$ cat config.mk
export PLATFORM = sky130hd
export DESIGN_NAME = frq_divider_multi
export DESIGN_NICKNAME = d
export VERILOG_FILES = /design/src/rtl/frq_div_pkg.sv /design/src/rtl/frq_div_channel.sv /design/src/rtl/frq_divider_multi.sv
export SDC_FILE = /design/constraint.sdc
export NUM_CORES = 1
export LEC_CHECK = 0
export ABC_AREA = 0
export CORE_AREA = 2 2 119 121
export CTS_CLUSTER_DIAMETER = 30
export DETAILED_ROUTE_END_ITERATION = 16
export DIE_AREA = 0 0 121 123
export GPL_TIMING_DRIVEN = 0
export PLACE_DENSITY = 0.58
export SYNTH_ARGS = -nofsm -noshare
export SYNTH_HDL_FRONTEND = slang
export SYNTH_SLANG_ARGS = --single-unit
export TNS_END_PERCENT = 100
$ cat constraint.sdc
create_clock -name clk -period 5.7 [get_ports clk]
set_input_delay 1.14 -clock clk [delete_from_list [all_inputs] [get_ports clk]]
set_output_delay 1.14 -clock clk [all_outputs]
set_load 0.01 [all_outputs]
$ cat src/rtl/frq_div_pkg.sv
// Shared definitions for the multi-channel frequency divider: default widths,
// mode encoding and the divisor ROM contents.
package frq_div_pkg;

  localparam int N_CH_DEF  = 2;
  localparam int SEL_W_DEF = 5;
  localparam int CNT_W_DEF = 16;

  localparam logic MODE_TOGGLE = 1'b0;
  localparam logic MODE_PULSE  = 1'b1;

  // 0 stops the channel; codes above 27 saturate at the largest 16-bit divisor.
  function automatic logic [15:0] rom_div(input int unsigned k);
    logic [15:0] d;
    if (k == 0)
      d = 16'd0;
    else if (k < 16)
      d = 16'(k);
    else if (k < 28)
      d = 16'd16 << (k - 16);
    else
      d = 16'hFFFF;
    return d;
  endfunction

endpackage

$ cat src/rtl/frq_div_channel.sv
// One divider channel: period counter, active/pending settings and the output flop.
// New settings wait for a period boundary (or an idle channel) before taking over.
module frq_div_channel
  import frq_div_pkg::*;
#(
  parameter int CNT_W = CNT_W_DEF
) (
  input  logic             clk,
  input  logic             reset_n,
  input  logic [CNT_W-1:0] div_ld,
  input  logic             mode_ld,
  input  logic             sel_load,
  input  logic             en,
  output logic             clk_out,
  output logic             pending
);

  logic [CNT_W-1:0] cnt;
  logic [CNT_W-1:0] div_act;
  logic [CNT_W-1:0] div_pend;
  logic             mode_act;
  logic             mode_pend;
  logic             idle;
  logic             boundary;
  logic             apply;

  assign idle     = !en || (div_act == '0);
  assign boundary = !idle && (cnt == div_act - CNT_W'(1));
  assign apply    = pending && (boundary || idle);

  always_ff @(posedge clk or negedge reset_n) begin
    if (!reset_n) begin
      cnt       <= '0;
      div_act   <= '0;
      div_pend  <= '0;
      mode_act  <= MODE_TOGGLE;
      mode_pend <= MODE_TOGGLE;
      pending   <= 1'b0;
      clk_out   <= 1'b0;
    end else begin
      if (idle || boundary)
        cnt <= '0;
      else
        cnt <= cnt + CNT_W'(1);

      if (sel_load) begin
        div_pend  <= div_ld;
        mode_pend <= mode_ld;
      end

      if (apply) begin
        div_act  <= div_pend;
        mode_act <= mode_pend;
      end

      // A load on the apply edge stays queued behind the value being applied.
      pending <= sel_load | (pending & ~apply);

      if (idle)
        clk_out <= 1'b0;
      else if (apply && ((mode_pend != mode_act) || (div_pend == '0)))
        clk_out <= 1'b0;
      else if (boundary)
        clk_out <= (mode_act == MODE_PULSE) ? 1'b1 : ~clk_out;
      else if (mode_act == MODE_PULSE)
        clk_out <= 1'b0;
    end
  end

endmodule

$ cat src/rtl/frq_divider_multi.sv
// N-channel frequency divider: slices the per-channel buses, looks up each
// channel's divisor in the shared ROM and drives one divider channel per lane.
module frq_divider_multi
  import frq_div_pkg::*;
#(
  parameter int N_CH  = N_CH_DEF,
  parameter int SEL_W = SEL_W_DEF,
  parameter int CNT_W = CNT_W_DEF
) (
  input  logic                    clk,
  input  logic                    reset_n,
  input  logic [N_CH*SEL_W-1:0]   F_select,
  input  logic [N_CH-1:0]         mode,
  input  logic [N_CH-1:0]         sel_load,
  input  logic [N_CH-1:0]         en,
  output logic [N_CH-1:0]         clk_out,
  output logic [N_CH-1:0]         pending
);

  for (genvar i = 0; i < N_CH; i++) begin : g_ch
    logic [CNT_W-1:0] div_sel;

    assign div_sel = CNT_W'(rom_div(int'(F_select[i*SEL_W +: SEL_W])));

    frq_div_channel #(
      .CNT_W (CNT_W)
    ) u_ch (
      .clk      (clk),
      .reset_n  (reset_n),
      .div_ld   (div_sel),
      .mode_ld  (mode[i]),
      .sel_load (sel_load[i]),
      .en       (en[i]),
      .clk_out  (clk_out[i]),
      .pending  (pending[i])
    );
  end

endmodule

==> out/qor.yml, run 1 <==
ios: 22
die-area_um2: 14900
htree_levels: 3
worst_setup_path_start_kind: "flop"
drive_gt1_frac: 0.113
core_um2: 13600
drv_cap: 0
grt.met3_usage: 0.0443
grt_pass1_wl_um: 22100
yosysSeqAreaShare: 0.443
cts_tree: "built"
yosysTopAreaCellShare: 0.443
drtIter0Drc: 310
muxShareOfSynthArea: 0.0983
pwr-share-clk: 0.314
ff_latch_area_um2: 2600
post-route-period-util: 0.658
grt_util_met2: 0.310
critPathKind: "reg2reg"
postCtsHoldBufs: 0
final_max_slew_viol_count: 0
die_width_um: 121
synth_edf_count: 0
worstSkewPairLatency_ns: 0.36
synth_area_leaders: "dfrtp_1 (44%), mux2_2 (4.8%), xnor2_1 (4.8%)"
post_cts_resized: 0
hp-class: "reg2reg"
crit_path_cell_trace: "inv_1 -> ha_1 -> nor3b_1 -> and3_1 -> o2111ai_1 -> a2111o_1 -> nand4bb_1 -> o21ai_1 -> clkbuf_1 -> nor2_1"
cp-end-kind: "flop"
clk_pin_slew_ns: 0.07
num_vias: 4468
p_leak_nw: 2.86
regToRegSetupSlack_ns: 1.95
power.net_switching_uw: 694
worst_slew_pin_slew_ns: 0.879
cp.required_ns: 5.93
cts.sinks: 104
place_ws_ns: 1.96
synth_cells: 598
setup_viol: 0
syn_avg_cell_area_um2: 9.81
post-cts-setup-buffers: 0
synth.distinct_cells: 61
power_density_nw_per_um2: 321
drtPass1Iterations: 5
grt.busiest_layer: "met2"
slew_headroom: 0.409
cp_slowest_stage_delay_ns: 0.74
start_util: 0.431
setup_ws_ns: 1.95
hold_viol_final: 0
crit_start: "g_ch[1].u_ch.div_act[0]"
combPwrFrac: 0.255
post-synth-top-area-cell: "dfrtp_1"
syn_area_um2: 5870
synthArstFlopShare: 1.00
synth_warnings: 0
cts_root_buf: "clkbuf_16"
synthXorXnorAreaFrac: 0.0955
grt_usage: 0.188
seqPwrFrac: 0.432
grt_overflow: 0
antennaDiodeCount: 0
worst_ep_arrival_time_ns: 3.98
cts_buffer_depth: 2
worstPathMaxFanout: 10
dp_hpwl_um: 9510
fill_cells: 1287
synth_compound_area_frac: 0.118
via_per_inst: 5.48
nNetsFinal: 655
internal_power_mw: 1.44
grt_antenna_before_repair: 0
r2r_start: "g_ch[1].u_ch.div_act[0]"
vdd_drop_max_uv: 317
gp_congestion: 0.884
p_total_mw: 2.14
finalCriticalPeriod_ns: 3.75
gr-usage-met1: 0.246
drc_errors: 0
syn_to_final_growth_pct: 13.3
fmax_ghz: 0.267
numCtsBuffers: 9
grt_max_degree: 73
synth_simple_gate_area_share: 0.177
ant_nets: 0
grt_pass1_vias: 4482
hp-start: "g_ch[0].u_ch.div_pend[4]"
switching_share: 0.325
die_h_um: 123
outcome: "finished clean"
numPortBuffers: 21
finClkSkew_ns: 0.00926
syn_nets: 622
ys_seq_elements: 104
routed_wl_um: 13000
synth_fa_ha_area_frac: 0.0128
wire_per_inst_um: 15.9
synth_top_family_by_area: "simple AND/OR/NAND/NOR gates"
multi_input_area_um2: 2940
critPathSlowestCell: "nor3b_1"
rsz0062_at_grt: "no"
synth_flop_cell: "dfrtp_1"
num_rows: 43
==> power groups by stage <==
stage,combinational (mW),sequential [mW],clock [mW]
2_1_floorplan,0.418,0.898,0
5_1_grt,0.608,0.935,0.714
3_5_place_dp,0.543,0.936,0
4_1_cts,0.546,0.921,0.685
3_3_place_gp,0.525,0.934,0
6_report,0.544,0.922,0.670
==> cells by family (layout without fill, tap and decap cells) <==
kind of cell | Yosys count | in the layout
simple gates | 198 | 198
flops | 104 | 104
compound gates | 104 | 104
xor+xnor | 64 | 64
buf+inv | 72 | 110
fa+ha+maj | 6 | 6
mux | 50 | 50
==> Yosys cell counts, types with 2 or more instances <==
master	n
dfrtp_1	104
nor2_1	59
inv_1	41
xnor2_1	32
xor2_1	32
nand2_1	27
nand3_1	27
a21oi_1	25
mux2_2	25
o21ai_0	24
clkbuf_1	19
o2111ai_1	18
mux2i_1	16
nor4_1	16
and3_1	12
nor3_1	10
mux2_4	9
nand4_1	9
o22ai_1	9
nor2b_1	7
ha_1	6
nor3b_1	6
buf_4	5
o211ai_1	4
o31ai_1	4
or4_1	4
nand2b_1	3
nor4_2	3
a2111oi_0	2
a31o_2	2
a41oi_1	2
and2_0	2
and2_1	2
buf_1	2
buf_6	2
or2_2	2
or4b_2	2
==> layout by cell type, fill, tap and decap left out, types with 6 or more instances in the layout <==
cell	Yosys	layout
dfrtp_1	104	104
nor2_1	59	59
inv_1	41	41
xor2_1	32	32
xnor2_1	32	32
nand2_1	27	27
nand3_1	27	27
a21oi_1	25	25
mux2_2	25	25
o21ai_0	24	24
clkdlybuf4s50_1	0	20
clkbuf_1	19	19
o2111ai_1	18	18
nor4_1	16	16
mux2i_1	16	16
and3_1	12	12
nor3_1	10	10
nand4_1	9	9
o22ai_1	9	9
mux2_4	9	9
clkbuf_16	0	9
nor2b_1	7	7
nor3b_1	6	6
buf_4	5	6
ha_1	6	6
==> registers in the layout, indices dropped and copies added, names as in the netlist <==
signal	cells
g_ch.u_ch.div_pend	32
g_ch.u_ch.div_act	32
g_ch.u_ch.mode_pend	2
g_ch.u_ch.clk_out	2
g_ch.u_ch.mode_act	2
g_ch.u_ch.cnt	32
g_ch.u_ch.pending	2
==> cell type report <==
| class | instances | share of cell area |
|---|---|---|
| multi-input combinational | 422 | 0.442 |
| sequential | 104 | 0.391 |
| clock buffer | 11 | 0.0380 |
| timing repair buffer | 22 | 0.0354 |
| tap | 180 | 0.0339 |
| buffer | 31 | 0.0254 |
| inverter | 41 | 0.0231 |
| clock inverter | 5 | 0.0105 |
==> metal layers <==
| metal | vias to the layer above | wire length, µm |
|---|---|---|
| li1 | 2189 | - |
| met1 | 2174 | 5850 |
| met2 | 85 | 6460 |
| met3 | 20 | 417 |
| met4 | 0 | 255 |
| met5 | - | 0 |
==> path summary, 6_finish.rpt <==
kind,depth (start not counted),end
setup / recovery,10,g_ch[1].u_ch.cnt[13]
hold / removal,1,g_ch[0].u_ch.div_act[4]
setup reg to reg,10,g_ch[1].u_ch.cnt[13]
hold reg to reg,1,g_ch[0].u_ch.div_act[4]
max in group asynchronous,2,g_ch[0].u_ch.div_act[5]
min in group asynchronous,1,g_ch[0].u_ch.cnt[14]
==> stage by stage <==
step	instance area (µm²)	setup TNS, ns	instances	util	hold WS, ns
floorplan	5870	0	598	-	0.490
global placement	6300	-49.40	799	0.463	0.522
detailed placement	6330	0	800	0.465	0.522
CTS	6650	0	816	0.489	0.537
global route	6650	0	816	0.489	0.560
finish	6650	0	816	0.489	0.538
==> critical path: cells and delay by family, from the launching register on <==
family | cells | cell delay [ns]
AND/OR/NAND/NOR | 4 | 1.32
flip-flops | 1 | 0.45
AO/OA/AOI/OAI | 3 | 1.09
adder cells (fa/ha/maj) | 1 | 0.19
buffers and inverters | 2 | 0.57
No activity file was read; power rests on OpenSTA's default activity.
==> run 2: changes to the inputs <==
--- a/config.mk
+++ b/config.mk
@@ -11,7 +11,7 @@
 export DETAILED_ROUTE_END_ITERATION = 16
 export DIE_AREA = 0 0 121 123
 export GPL_TIMING_DRIVEN = 0
-export PLACE_DENSITY = 0.58
+export PLACE_DENSITY = 0.6
 export SYNTH_ARGS = -nofsm -noshare
 export SYNTH_HDL_FRONTEND = slang
 export SYNTH_SLANG_ARGS = --single-unit
==> constraint.sdc (replaced) <==
create_clock -name clk -period 3.1 [get_ports clk]
set_input_delay 0.62 -clock clk [delete_from_list [all_inputs] [get_ports clk]]
set_output_delay 0.62 -clock clk [all_outputs]
set_load 0.01 [all_outputs]
==> run 2 against run 1 <==
Net effect: largest cell class unchanged; critical path depth stayed put; wire length rose by 2.6%; fmax increased by 25%; non-clock buffer count grew 13; worst hold slack got worse by 0.34 ns; register-to-register slack got worse by 1.8 ns; combinational power rose by 110%; die area is the same; count of clock-buffer cells in the layout unchanged; final area rose by 3.2%; setup slack got worse by 1.8 ns; via count increased by 0.60%.
==> out/qor.yml, run 2 (synthesis gave the netlist of run 1 again) <==
postCtsHoldBufs: 0  # unchanged
routed_wl_um: 13300  # was 13000 µm
gp_congestion: 0.861  # was 0.884
reg_top3: "g_ch.u_ch.cnt (32), g_ch.u_ch.div_act (32), g_ch.u_ch.div_pend (32)"  # unchanged
vdd_drop_max_uv: 315  # was 317 µV
stdcell_count: 829  # was 816
numCtsBuffers: 9  # unchanged
clk_pin_slew_ns: 0.07  # about the same
crit_start: "g_ch[1].u_ch.div_act[8]"  # was g_ch[1].u_ch.div_act[0]
worstPathMaxFanout: 10  # unchanged
outcome: "finished clean"  # unchanged
worst_ep_arrival_time_ns: 3.23  # was 3.98 ns
layout_common_cells: "dfrtp_1 (101), nor2_1 (59), inv_1 (41), xor2_1 (32), xnor2_1 (32)"  # was dfrtp_1 (104), nor2_1 (59), inv_1 (41), xor2_1 (32), xnor2_1 (32)
grt_overflow: 0  # unchanged
fin_setup_tns_ns: 0  # unchanged
setup_viol: 0  # unchanged
die-area_um2: 14900  # unchanged
critPathSlowestCell: "or4_4"  # was nor3b_1
core_um2: 13600  # unchanged
power_density_nw_per_um2: 578  # was 321 nW/µm²
grt_antenna_before_repair: 0  # unchanged
grt_pass1_wl_um: 22500  # was 22100 µm
crit_path_cell_trace: "buf_6 -> or4_4 -> or4_4 -> a21oi_2 -> o22ai_2 -> or3b_1 -> o22a_1 -> buf_6 -> buf_12 -> mux2_4"  # was inv_1 -> ha_1 -> nor3b_1 -> and3_1 -> o2111ai_1 -> a2111o_1 -> nand4bb_1 -> o21ai_1 -> clkbuf_1 -> nor2_1
cts_buffer_depth: 2  # unchanged
nNetsFinal: 668  # was 655
cts_root_buf: "clkbuf_16"  # unchanged
drtPass1Iterations: 6  # was 5
layout.cells.most_common: "dfrtp_1"  # unchanged
cts_tree: "built"  # unchanged
endpoint: "g_ch[1].u_ch.div_act[11]"  # was g_ch[1].u_ch.cnt[13]
die_width_um: 121  # unchanged
post-route-period-util: 0.966  # was 0.658
regToRegSetupSlack_ns: 0.11  # was 1.95 ns
drtIter0Drc: 173  # was 310
num_rows: 43  # unchanged
critPathKind: "reg2reg"  # unchanged
finalCriticalPeriod_ns: 2.99  # was 3.75 ns
dp_hpwl_um: 9380  # was 9510 µm
cp-end-kind: "flop"  # unchanged
wire_per_inst_um: 16.1  # was 15.9 µm
via_per_inst: 5.42  # was 5.48
grt_pass1_vias: 4438  # was 4482
drv_cap: 0  # unchanged
hold_viol_final: 0  # unchanged
cp_slowest_stage_delay_ns: 0.54  # was 0.74 ns
final_max_slew_viol_count: 0  # unchanged
numPortBuffers: 21  # unchanged
num_vias: 4495  # was 4468
worst_setup_path_start_kind: "flop"  # unchanged
r2r_start: "g_ch[1].u_ch.div_act[8]"  # was g_ch[1].u_ch.div_act[0]
grt_max_degree: 74  # was 73
antennaDiodeCount: 0  # unchanged
ios: 22  # unchanged
die_h_um: 123  # unchanged
hp-class: "in2async"  # was reg2reg
syn_to_final_growth_pct: 17.0  # was 13.3%
worstSkewPairLatency_ns: 0.36  # about the same
dp.cells: 800  # unchanged
htree_levels: 3  # unchanged
r2r_cells: 10  # unchanged
fmax_ghz: 0.334  # was 0.267 GHz
worst_slew_pin_slew_ns: 0.869  # was 0.879 ns
start_util: 0.431  # unchanged
grt_usage: 0.193  # was 0.188
cts.sinks: 104  # unchanged
drc_errors: 0  # unchanged
slew_headroom: 0.415  # was 0.409
ant_nets: 0  # unchanged
worst_r2r_endpoint: "g_ch[1].u_ch.div_act[11]"  # was g_ch[1].u_ch.cnt[13]
p_leak_nw: 2.95  # was 2.86 nW
finClkSkew_ns: 0.0116  # was 0.00926 ns
cp.required_ns: 3.34  # was 5.93 ns
drive_gt1_frac: 0.157  # was 0.113
[run 2: cell count changes in the layout (fill, tap and decap cells not counted), sizes merged]
| cell | previous run | this run |
|---|---|---|
| clkbuf | 31 | 29 |
| clkinvlp | 0 | 1 |
| buf | 13 | 28 |
| inv | 44 | 43 |
| bufinv | 1 | 0 |
| clkinv | 1 | 2 |
[run 2: power breakdown]
part           switching [mW]  leakage (nW)  internal, mW
Combinational           0.588          1.43         0.554
Sequential              0.210          1.37          1.50
Clock                   0.523         0.143         0.594
Total                    1.32          2.95          2.65
[run 2: metal layers]
layer  global-route usage  up-vias  part of all wire
met1                0.272     2181              0.49
met5                    0        -                 0
met3               0.0364       14             0.032
met4               0.0698        0             0.017
met2                0.297       77              0.46
li1                     -     2223                 -
[run 2: per-stage QoR]
stage | setup slack, ns | hold slack (ns) | util | instance area, µm² | total power [mW]
2_1_floorplan | 0.0813 | 0.324 | - | 5870 | 2.42
3_3_place_gp | -2.47 | 0.524 | 0.463 | 6300 | 2.67
3_5_place_dp | -0.644 | 0.528 | 0.465 | 6330 | 2.71
4_1_cts | -0.0391 | 0.208 | 0.496 | 6750 | 3.92
5_1_grt | -0.0312 | 0.228 | 0.504 | 6870 | 4.19
6_report | 0.107 | 0.199 | 0.504 | 6870 | 3.97
[run 2: area by class of cell]
| type | count | area, µm² |
|---|---|---|
| Clock inverter | 5 | 38.8 |
| Timing Repair Buffer | 37 | 348 |
| Fill cell | 1255 | 6750 |
| Multi-Input combinational cell | 422 | 3070 |
| Sequential cell | 104 | 2610 |
| Tap cell | 180 | 225 |
| Buffer | 29 | 171 |
| Inverter | 41 | 154 |
| Clock buffer | 11 | 253 |
[run 2: critical path, delay by kind of cell (launching register included)]
kind                   cells  cell delay, ns
and+or+nand+nor            3            1.40
muxes                      1            0.29
buffers and inverters      3            0.39
DFF                        1            0.37
AOI/OAI and AO/OA          3            0.43
[run 2: repair_timing]
item / in CTS / in global routing
pin swaps: 5 / 7
gates cloned: 0 / 0
endpoints found under the setup margin: 59 / 47
setup buffers: 7 / 8
resized for setup: 19 / 14
[run 2: worst min-delay path by stage]
stage	end	from
final	g_ch[1].u_ch.cnt[4]	reset_n
after global routing	g_ch[1].u_ch.cnt[4]	reset_n
after CTS	g_ch[1].u_ch.cnt[4]	reset_n
after detailed placement	g_ch[1].u_ch.div_act[15]	g_ch[1].u_ch.div_pend[15]
after global placement	g_ch[1].u_ch.div_act[14]	g_ch[1].u_ch.div_pend[14]
after floorplan	g_ch[0].u_ch.clk_out	reset_n
==> RTL change, RTL diff (flow settings as in run 1) <==
Register the inputs `F_select`, `mode`, `sel_load` and `en` before use. The logic sees them one clock later.
--- a/src/rtl/frq_divider_multi.sv
+++ b/src/rtl/frq_divider_multi.sv
@@ -19,2 +19,14 @@
 
+  logic [N_CH*SEL_W-1:0] F_select_q;
+  logic [N_CH-1:0] mode_q;
+  logic [N_CH-1:0] sel_load_q;
+  logic [N_CH-1:0] en_q;
+
+  always_ff @(posedge clk) begin
+      F_select_q <= F_select;
+      mode_q     <= mode;
+      sel_load_q <= sel_load;
+      en_q       <= en;
+  end
+
   for (genvar i = 0; i < N_CH; i++) begin : g_ch
@@ -22,3 +34,3 @@
 
-    assign div_sel = CNT_W'(rom_div(int'(F_select[i*SEL_W +: SEL_W])));
+    assign div_sel = CNT_W'(rom_div(int'(F_select_q[i*SEL_W +: SEL_W])));
 
@@ -30,5 +42,5 @@
       .div_ld   (div_sel),
-      .mode_ld  (mode[i]),
-      .sel_load (sel_load[i]),
-      .en       (en[i]),
+      .mode_ld  (mode_q[i]),
+      .sel_load (sel_load_q[i]),
+      .en       (en_q[i]),
       .clk_out  (clk_out[i]),
Check against the original RTL: not equivalent (Yosys sat finds a counterexample within 4 cycles, from zero or initial values and one cycle with reset_n low).
==> RTL change against run 1 <==
- sequential cell count increased by 16
- area after synthesis grew 3.9%
- maximum frequency increased by 9.4%
- non-clock buffer count fell by 1
- via count grew 2.0%
- cell area grew 7.3%
- worst setup slack improved by 0.32 ns
- clock power increased by 58%
- count of clock-buffer cells in the layout grew 10
- total power grew 25%
- routed wire length rose by 1.5%
- critical path type unchanged
- critical endpoint is now g_ch[1].u_ch.div_act[13]$_DFFE_PN0P_
- largest power group is now the clock network
==> RTL change: results (changes against run 1) <==
- Drt wl/cell: 15.7 um (was 15.9 um)
- CP Max Fanout: 10 (unchanged)
- Clk_skew: 0.00960 ns (was 0.00926 ns)
- Met2 WL: 5880 um (was 6460 um)
- Detail Placement HPWL: 9340 um (was 9510 um)
- Syn nets: 630 (was 622)
- First-pass GRT wire length: 22,800 um (was 22,100 um)
- Bufs w/o clock: 52 (was 53)
- Multi-input combinational area share: 40.1% (was 44.2%)
- Post-Synth XOR/XNOR Area: 9.63% (was 9.55%)
- Hold path startpoint: mode_q[1]$_DFF_P_ (was g_ch[0].u_ch.div_pend[4]$_DFFE_PN0P_)
- Min-delay worst type: reg -> reg (unchanged)
- Largest registers: g_ch.u_ch.cnt (32), g_ch.u_ch.div_act (32), g_ch.u_ch.div_pend (32) (unchanged)
- Metal3 WL: 415 um (was 417 um)
- GRT Total Usage: 19.6% (was 18.8%)
- Mux share of post-synthesis cell area: 6.55% (was 9.83%)
- Adder and majority gate portion of the synthesized area: 1.23% (was 1.28%)
- Clk Latency, worst-skew pair: 0.42 ns (was 0.36 ns)
- Drt first pass iters: 5 (unchanged)
- Rel. slew slack: 40.4% (was 40.9%)
- Count of filler cells inserted in the layout: 1,216 (was 1,287)
- #MultiIn Comb: 415 (was 422)
- Peak VDD IR: 0.203 mV (was 0.317 mV)
- Sequential fraction of the synthesis area: 47.9% (was 44.3%)
- Leakage: 3.09 nW (was 2.86 nW)
- Async SR Flop Fraction: 86.7% (was 100%)
- Yosys cell types: 56 (was 61)
- Status: completed (unchanged)
- Worst r2r src: g_ch[1].u_ch.div_act[4]$_DFFE_PN0P_ (was g_ch[1].u_ch.div_act[0]$_DFFE_PN0P_)
- Post_cts resized: 0 (unchanged)
- Seq/total area: 40.9% (was 39.1%)
- H-tree depth: 4 (was 3)
- Clk slew on worst S/H paths: 0.06 ns
- Nets: 671 (was 655)
- Share of layout cells above drive strength 1: 11.5% (was 11.3%)
- Most common library cells after synthesis: dfrtp_1, nor2_1, inv_1 (unchanged)
- IO buf count: 21 (unchanged)
- Final GP Congestion: 0.862 (was 0.884)
- Ys Warns: 0 (unchanged)
- CP max-delay cell: a21oi_2 (was nor3b_1)
- Largest net degree at the start of global routing: 54 (was 73)
- CTS buffer count: 17 (was 9)
- CP delay by family, top: simple AND/OR/NAND/NOR gates (unchanged)
- Non-clock buffering overhead: 5.50% (was 6.08%)
- Critical Path AT: 3.73 ns (was 3.98 ns)
- Layout clock buffer count: 21 (was 11)
- Worst slack, placed: 2.26 ns (was 1.96 ns)
- Layout clock area frac: 8.17% (was 4.85%)
- Non-CTS inverters: 41 (unchanged)
- Post-synthesis compound-gate area fraction: 13.5% (was 11.8%)
- Clock sinks: 120 (was 104)
- DRT iter0 DRCs: 236 (was 310)
- Crit path largest cell delay: 0.50 ns (was 0.74 ns)
- Via Count: 4,557 (was 4,468)
- Cells taking the most area after synthesis: dfrtp_1, xor2_1, dfxtp_1 (was dfrtp_1, mux2_2, xnor2_1)
- DRT met1 WL: 6680 um (was 5850 um)
- Vias in the first global route: 4,549 (was 4,482)
- Top routing layer in use: met4 (unchanged)
## RTL change: changes by cell type in the layout (fill, tap and decap cells not counted), moves of 6 or more
cell | before | now
clkbuf_16 | 9 | 17
a31oi_1 | 0 | 7
dfxtp_1 | 0 | 16
mux2_2 | 25 | 19
## RTL change: worst paths after layout
check | end | slack [ns] | cells past startpoint
min | g_ch[1].u_ch.mode_pend$_DFFE_PN0P_ | 0.46 | 1
max | g_ch[1].u_ch.div_act[13]$_DFFE_PN0P_ | 2.27 | 9
max in group asynchronous | g_ch[1].u_ch.cnt[1]$_DFF_PN0_ | 4.22 | 2
max reg2reg | g_ch[1].u_ch.div_act[13]$_DFFE_PN0P_ | 2.27 | 9
min reg2reg | g_ch[1].u_ch.mode_pend$_DFFE_PN0P_ | 0.46 | 1
min in group asynchronous | g_ch[0].u_ch.div_pend[6]$_DFFE_PN0P_ | 0.78 | 1
## RTL change: where the power goes
| part | leakage [nW] | switching, mW | internal (mW) | total (mW) |
|---|---|---|---|---|
| logic | 1.30 | 0.305 | 0.271 | 0.576 |
| clock network | 0.275 | 0.391 | 0.665 | 1.06 |
| registers | 1.51 | 0.111 | 0.937 | 1.05 |
## RTL change: per-stage QoR
stage                     util, %  cell area (um^2)  power [mW]  cells
after global placement       48.0              6530        1.61    807
after CTS                    52.4              7140        2.69    840
final                        52.4              7140        2.68    840
after floorplan                 -              6100        1.47    606
after detailed placement     48.2              6560        1.63    808
after global routing         52.4              7140        2.82    840
## RTL change: layer usage
layer  global-route usage [%]  vias up
met1                     27.8     2226
met4                     7.41        0
met3                     4.06       18
met2                     29.6       85
met5                        0        -
li1                         -     2228
